**src/rtl/ram_arbiter_if.sv**
```systemverilog
`default_nettype none
// ============================================================================
// Module      : ram_arbiter_if
// Description : Bundles the sweep control, the two requester command and
//               read-response channels, and the RAM-side port of ram_arbiter.
//               slave  - arbiter view (accepts commands, drives the RAM)
//               master - requester/RAM-model view (drives commands, RAM data)
// Revision    : 1.0 - initial release
// ============================================================================
interface ram_arbiter_if #(
    parameter int ADDR_WIDTH = 5,
    parameter int DATA_WIDTH = 4
);
    // Sweep control
    logic                  clear;
    logic                  busy;

    // Requester A
    logic                  a_valid;
    logic                  a_write;
    logic [ADDR_WIDTH-1:0] a_addr;
    logic [DATA_WIDTH-1:0] a_wdata;
    logic                  a_ready;
    logic                  a_rsp_valid;
    logic [DATA_WIDTH-1:0] a_rsp_data;

    // Requester B
    logic                  b_valid;
    logic                  b_write;
    logic [ADDR_WIDTH-1:0] b_addr;
    logic [DATA_WIDTH-1:0] b_wdata;
    logic                  b_ready;
    logic                  b_rsp_valid;
    logic [DATA_WIDTH-1:0] b_rsp_data;

    // RAM port
    logic [ADDR_WIDTH-1:0] ram_addr;
    logic [DATA_WIDTH-1:0] ram_data_in;
    logic                  ram_write;
    logic [DATA_WIDTH-1:0] ram_data_out;

    modport slave (
        input  clear,
        output busy,
        input  a_valid, a_write, a_addr, a_wdata,
        output a_ready, a_rsp_valid, a_rsp_data,
        input  b_valid, b_write, b_addr, b_wdata,
        output b_ready, b_rsp_valid, b_rsp_data,
        output ram_addr, ram_data_in, ram_write,
        input  ram_data_out
    );

    modport master (
        output clear,
        input  busy,
        output a_valid, a_write, a_addr, a_wdata,
        input  a_ready, a_rsp_valid, a_rsp_data,
        output b_valid, b_write, b_addr, b_wdata,
        input  b_ready, b_rsp_valid, b_rsp_data,
        input  ram_addr, ram_data_in, ram_write,
        output ram_data_out
    );
endinterface
`default_nettype wire

```
**src/rtl/ram_arbiter.sv**
```systemverilog
`default_nettype none
// ============================================================================
// Module      : ram_arbiter
// Description : Arbiter and sequencer for a shared single-port RAM. After
//               reset (or a clear request while idle) it writes zero to every
//               address, then shares the RAM port between requesters A and B
//               with round-robin priority. Reads return on a per-requester
//               response channel one cycle after acceptance.
// Ports       : clk   - system clock, all state on posedge
//               reset - asynchronous active-high, forces the zero sweep
//               bus   - ram_arbiter_if.slave (clear/busy, A and B command and
//                       response channels, RAM address/data/write port)
// Revision    : 1.0 - initial release
// ============================================================================
module ram_arbiter #(
    parameter int ADDR_WIDTH = 5,
    parameter int DATA_WIDTH = 4
) (
    input  wire logic     clk,
    input  wire logic     reset,
    ram_arbiter_if.slave  bus
);

    localparam logic [0:0] c_ST_INIT = 1'b0;
    localparam logic [0:0] c_ST_IDLE = 1'b1;

    logic [0:0]            r_state;
    logic [ADDR_WIDTH-1:0] r_cnt;
    logic                  r_prio;      // 0 = A favoured, 1 = B favoured
    logic                  r_a_rsp;
    logic                  r_b_rsp;

    logic                  w_open;
    logic                  w_grant_a;
    logic                  w_grant_b;

    // Arbitration is only open in IDLE with no clear pending; clear wins
    // over any request in the same cycle.
    assign w_open    = (r_state == c_ST_IDLE) && !bus.clear;
    assign w_grant_a = w_open && bus.a_valid && (!bus.b_valid || !r_prio);
    assign w_grant_b = w_open && bus.b_valid && (!bus.a_valid ||  r_prio);

    assign bus.busy    = (r_state == c_ST_INIT);
    assign bus.a_ready = w_grant_a;
    assign bus.b_ready = w_grant_b;

    assign bus.a_rsp_valid = r_a_rsp;
    assign bus.b_rsp_valid = r_b_rsp;
    assign bus.a_rsp_data  = r_a_rsp ? bus.ram_data_out : {DATA_WIDTH{1'b0}};
    assign bus.b_rsp_data  = r_b_rsp ? bus.ram_data_out : {DATA_WIDTH{1'b0}};

    // RAM port: the sweep owns it in INIT, otherwise the granted requester.
    always_comb begin
        bus.ram_write   = 1'b0;
        bus.ram_addr    = '0;
        bus.ram_data_in = '0;
        if (r_state == c_ST_INIT) begin
            bus.ram_write   = 1'b1;
            bus.ram_addr    = r_cnt;
            bus.ram_data_in = {DATA_WIDTH{1'b0}};
        end else if (w_grant_a) begin
            bus.ram_write   = bus.a_write;
            bus.ram_addr    = bus.a_addr;
            bus.ram_data_in = bus.a_wdata;
        end else if (w_grant_b) begin
            bus.ram_write   = bus.b_write;
            bus.ram_addr    = bus.b_addr;
            bus.ram_data_in = bus.b_wdata;
        end
    end

    always_ff @(posedge clk or posedge reset) begin
        if (reset) begin
            r_state <= c_ST_INIT;
            r_cnt   <= '0;
            r_prio  <= 1'b0;
            r_a_rsp <= 1'b0;
            r_b_rsp <= 1'b0;
        end else begin
            // The RAM read data lands one cycle after the address edge, which
            // is exactly when this flag is high.
            r_a_rsp <= w_grant_a && !bus.a_write;
            r_b_rsp <= w_grant_b && !bus.b_write;

            if (w_grant_a) begin
                r_prio <= 1'b1;
            end else if (w_grant_b) begin
                r_prio <= 1'b0;
            end

            if (r_state == c_ST_INIT) begin
                // Counter wraps to zero on the last address, ready for the
                // next sweep.
                r_cnt <= r_cnt + 1'b1;
                if (r_cnt == {ADDR_WIDTH{1'b1}}) begin
                    r_state <= c_ST_IDLE;
                end
            end else if (bus.clear) begin
                r_state <= c_ST_INIT;
                r_cnt   <= '0;
            end
        end
    end

endmodule
`default_nettype wire

```
**src/flat_wrapper.sv**
```systemverilog
// flat-port wrapper written by rule: the top's interface ports become plain ports
module ram_arbiter_flat 
#(
    parameter int ADDR_WIDTH = 5,
    parameter int DATA_WIDTH = 4
)
  (clk, reset, bus_clear, bus_busy, bus_a_valid, bus_a_write, bus_a_addr, bus_a_wdata, bus_a_ready, bus_a_rsp_valid, bus_a_rsp_data, bus_b_valid, bus_b_write, bus_b_addr, bus_b_wdata, bus_b_ready, bus_b_rsp_valid, bus_b_rsp_data, bus_ram_addr, bus_ram_data_in, bus_ram_write, bus_ram_data_out);
  ram_arbiter_if #(.ADDR_WIDTH(ADDR_WIDTH), .DATA_WIDTH(DATA_WIDTH)) bus_i ();
  input  wire logic clk;
  input  wire logic reset;
  input wire logic [$bits(bus_i.clear)-1:0] bus_clear;
  output wire logic [$bits(bus_i.busy)-1:0] bus_busy;
  input wire logic [$bits(bus_i.a_valid)-1:0] bus_a_valid;
  input wire logic [$bits(bus_i.a_write)-1:0] bus_a_write;
  input wire logic [$bits(bus_i.a_addr)-1:0] bus_a_addr;
  input wire logic [$bits(bus_i.a_wdata)-1:0] bus_a_wdata;
  output wire logic [$bits(bus_i.a_ready)-1:0] bus_a_ready;
  output wire logic [$bits(bus_i.a_rsp_valid)-1:0] bus_a_rsp_valid;
  output wire logic [$bits(bus_i.a_rsp_data)-1:0] bus_a_rsp_data;
  input wire logic [$bits(bus_i.b_valid)-1:0] bus_b_valid;
  input wire logic [$bits(bus_i.b_write)-1:0] bus_b_write;
  input wire logic [$bits(bus_i.b_addr)-1:0] bus_b_addr;
  input wire logic [$bits(bus_i.b_wdata)-1:0] bus_b_wdata;
  output wire logic [$bits(bus_i.b_ready)-1:0] bus_b_ready;
  output wire logic [$bits(bus_i.b_rsp_valid)-1:0] bus_b_rsp_valid;
  output wire logic [$bits(bus_i.b_rsp_data)-1:0] bus_b_rsp_data;
  output wire logic [$bits(bus_i.ram_addr)-1:0] bus_ram_addr;
  output wire logic [$bits(bus_i.ram_data_in)-1:0] bus_ram_data_in;
  output wire logic [$bits(bus_i.ram_write)-1:0] bus_ram_write;
  input wire logic [$bits(bus_i.ram_data_out)-1:0] bus_ram_data_out;
  assign bus_i.clear = bus_clear;
  assign bus_busy = bus_i.busy;
  assign bus_i.a_valid = bus_a_valid;
  assign bus_i.a_write = bus_a_write;
  assign bus_i.a_addr = bus_a_addr;
  assign bus_i.a_wdata = bus_a_wdata;
  assign bus_a_ready = bus_i.a_ready;
  assign bus_a_rsp_valid = bus_i.a_rsp_valid;
  assign bus_a_rsp_data = bus_i.a_rsp_data;
  assign bus_i.b_valid = bus_b_valid;
  assign bus_i.b_write = bus_b_write;
  assign bus_i.b_addr = bus_b_addr;
  assign bus_i.b_wdata = bus_b_wdata;
  assign bus_b_ready = bus_i.b_ready;
  assign bus_b_rsp_valid = bus_i.b_rsp_valid;
  assign bus_b_rsp_data = bus_i.b_rsp_data;
  assign bus_ram_addr = bus_i.ram_addr;
  assign bus_ram_data_in = bus_i.ram_data_in;
  assign bus_ram_write = bus_i.ram_write;
  assign bus_i.ram_data_out = bus_ram_data_out;
  ram_arbiter #(.ADDR_WIDTH(ADDR_WIDTH), .DATA_WIDTH(DATA_WIDTH)) u_core (.clk(clk), .reset(reset), .bus(bus_i));
endmodule
```
**config.mk**
```make
export PLATFORM = sky130hd
export DESIGN_NAME = ram_arbiter_flat
export DESIGN_NICKNAME = d
export VERILOG_FILES = /design/src/rtl/ram_arbiter_if.sv /design/src/rtl/ram_arbiter.sv /design/src/flat_wrapper.sv
export SDC_FILE = /design/constraint.sdc
export NUM_CORES = 1
export LEC_CHECK = 0
export ABC_AREA = 1
export CORE_UTILIZATION = 36
export CTS_CLUSTER_DIAMETER = 30
export DETAILED_ROUTE_END_ITERATION = 16
export HOLD_SLACK_MARGIN = 0.12
export PLACE_DENSITY = 0.83
export SLEW_MARGIN = 0
export SYNTH_ARGS = -nofsm -noshare
export SYNTH_HDL_FRONTEND = slang
export SYNTH_SLANG_ARGS = --single-unit
```
**constraint.sdc**
```tcl
create_clock -name clk -period 3.4 [get_ports clk]
set_clock_uncertainty 0.1 [all_clocks]
set_input_delay 0.68 -clock clk [delete_from_list [all_inputs] [get_ports clk]]
set_output_delay 0.68 -clock clk [all_outputs]
set_load 0.02 [all_outputs]
```
==> metrics.txt <==
placed insts=about 180; post-place setup slack=roughly 0.14 ns; flops & latches, synth=9; syn_area_per_cell=6.73 um2; CTS buffer count=3; syn_nets=134; final layout net count=roughly 190; clock share of power=0.119; vias in the first global route=792; clk root buf=clkbuf_4; Avg WL per Cell=between 10 and 15 um; 1st-pass router iterations=4; CP bufs+invs=3; Pint=0.000391 W; Slew Limit Fails=0; core area=roughly 1800 um2; Tmin final=between 3 and 4 ns; sw frac=0.431; Net Switching=between 0.0002 and 0.0003 W; max-cap viol count=0; Critical Path Max Stage Delay=around 0.62 ns; final worst setup slack=~0.13 ns; routability cong.=roughly 0.77; post-synth cell types=17; initial cell density of the core=0.393; CP endpoint kind=output port; Peak VDD IR=about 0.00043 V; Worst-path clk slew=0.06 ns; Mapped Area=693 um2; worst skew pair latency=between 0.2 and 0.3 ns; initial antenna violation count=0; postcts setup bufs=0; sequential fraction of the synthesis area=0.325; FF-to-FF path depth=5; Crit Path Class=primary input to output port; WP data arrival=roughly 2.5 ns; CTS Sinks=9; combinational share of power=0.594; Ports=between 50 and 60; Startpoint Class=primary input; CP top delay family=buffers and inverters; H-Tree Depth=1; largest net degree at the start of global routing=13; DP HPWL=about 1700 um; critical path required time=2.62 ns; Vias/cell=about 4.7; first-pass GRT wire length=~3300 um; CTS tree=done; Hold WS=between 0.4 and 0.5 ns; FMAX=between 0.3 and 0.4 GHz; cts repair resizes=0; RSZ-0062 raised after global routing=no; Post-Route WL=2160 um; relative slew slack=0.712; FILL cells=168; pwr/cell area=around 560 nW/um2; Hold Path Stages=2; run status=finished clean; final hold viol count=0; Cells after Synth=approximately 100; leak pwr=just over 0.6 nW; hold buffers post-CTS=0; Detailed Route Iter0 Violations=7; sequential share of power=0.288; clk buf depth=2; Worst path depth=7; Layout Cells excl Fill=180; post-route ant nets=0; count of input and output buffers=51; highest net fanout along the worst path=12; CP max-delay cell=clkdlybuf4s50_1; P&R area growth vs syn=77.4%; Congestion Overflow GR=0; # setup viols final=0; Period Utilization, post-route=0.961; Ys Warns=0; gr usage total=0.218; share of post-route cells with drive strength above 1=0.0645; Final Power=0.000686 W; Sum Neg Setup Slack=0 ns; Hold Crit Class=flip-flop to flip-flop; cell row count=15; worst-margin pin slew=~0.43 ns; Die Height=between 40 and 50 um; Vias=851; drt drc=0; Die Wd=roughly 46 um; crit-path cells=clkdlybuf4s50_1, inv_1, nand2_1, nor2_2, nand3_1, nand2_1, clkdlybuf4s50_1; die area=2100 um2; n_diodes=0
-- registers in the layout (all words and copies together) (netlist names) --
signal	count
u_core.bus.a_rsp_valid	1
u_core.bus.b_rsp_valid	1
u_core.r_cnt	5
u_core.r_prio	1
u_core.r_state	1
-- synthesized netlist by cell type (all sizes together) --
library cell  number  area share
dfrtp              9        0.32
nand4              7       0.063
a22o               2       0.025
inv               17       0.092
nand2             34        0.18
ha                 2       0.036
nand3             17        0.13
buf                5       0.067
nor2               5       0.042
o21ai              5       0.036
-- power groups by stage --
| stage | registers (W) | clock network, W | logic (W) |
|---|---|---|---|
| floorplan | 0.000186 | 0 | 0.000249 |
| global placement | 0.000195 | 0 | 0.000393 |
| detailed placement | 0.000197 | 0 | 0.000404 |
| CTS | 0.000196 | 0.0000866 | 0.000411 |
| global route | 0.000204 | 0.0000899 | 0.000449 |
| finish | 0.000197 | 0.0000815 | 0.000407 |
-- kinds of logic (layout without fill, tap and decap cells) --
kind of cell,count (synthesis),in the layout,synth area share
AOI/OAI and AO/OA,7,7,0.0614
DFF,9,9,0.325
adders and majority gates,2,2,0.0361
buffers and inverters,22,74,0.159
and+or+nand+nor,63,63,0.419
-- stage by stage --
stage,util,cell area (um2)
floorplan,-,693
global placement,0.682,1200
detailed placement,0.682,1200
global route,0.697,1230
CTS,0.697,1230
finish,0.697,1230
-- placed cells by master (no fill, tap or decap), drive strengths merged --
cell type and count:
clkdlybuf4s50 51, nand2 34, nand3 17, inv 17
dfrtp 9, nand4 7, o21ai 5, nor2 5
clkbuf 4, a22o 2, ha 2, buf 2
-- area by class of cell --
cell class | instances | area, um2 | share of cell area
tap | 25 | 31.3 | 0.0254
sequential | 9 | 225 | 0.183
inverter | 17 | 63.8 | 0.0519
timing repair buffer | 53 | 526 | 0.427
multi-input combinational | 72 | 358 | 0.291
clock buffer | 4 | 26.3 | 0.0214
-- layer usage --
| metal | vias to the layer above | share of wire | track usage |
|---|---|---|---|
| met3 | 2 | 0.077 | 0.0476 |
| met1 | 376 | 0.40 | 0.257 |
| met2 | 38 | 0.52 | 0.369 |
| met4 | 0 | 0.0065 | 0.106 |
| li1 | 435 | - | - |
| met5 | - | 0 | 0 |
-- worst min-delay path, delay by kind of cell (launching register included) --
kind	cells	cell delay (ns)
DFF	1	0.40
and+or+nand+nor	2	0.13
-- final timing paths --
kind	startpoint	end	slack (ns)
setup / recovery	bus_clear	bus_ram_data_in[3]	0.13
hold / removal	u_core.r_cnt[3]	u_core.r_cnt[3]	0.46
setup reg to reg	u_core.r_cnt[0]	u_core.r_cnt[4]	1.86
hold reg to reg	u_core.r_cnt[3]	u_core.r_cnt[3]	0.46
max in group asynchronous	reset	u_core.r_cnt[2]	2.35
min in group asynchronous	reset	u_core.r_state	0.58
Note: power is estimated with default switching activity, not from simulation.
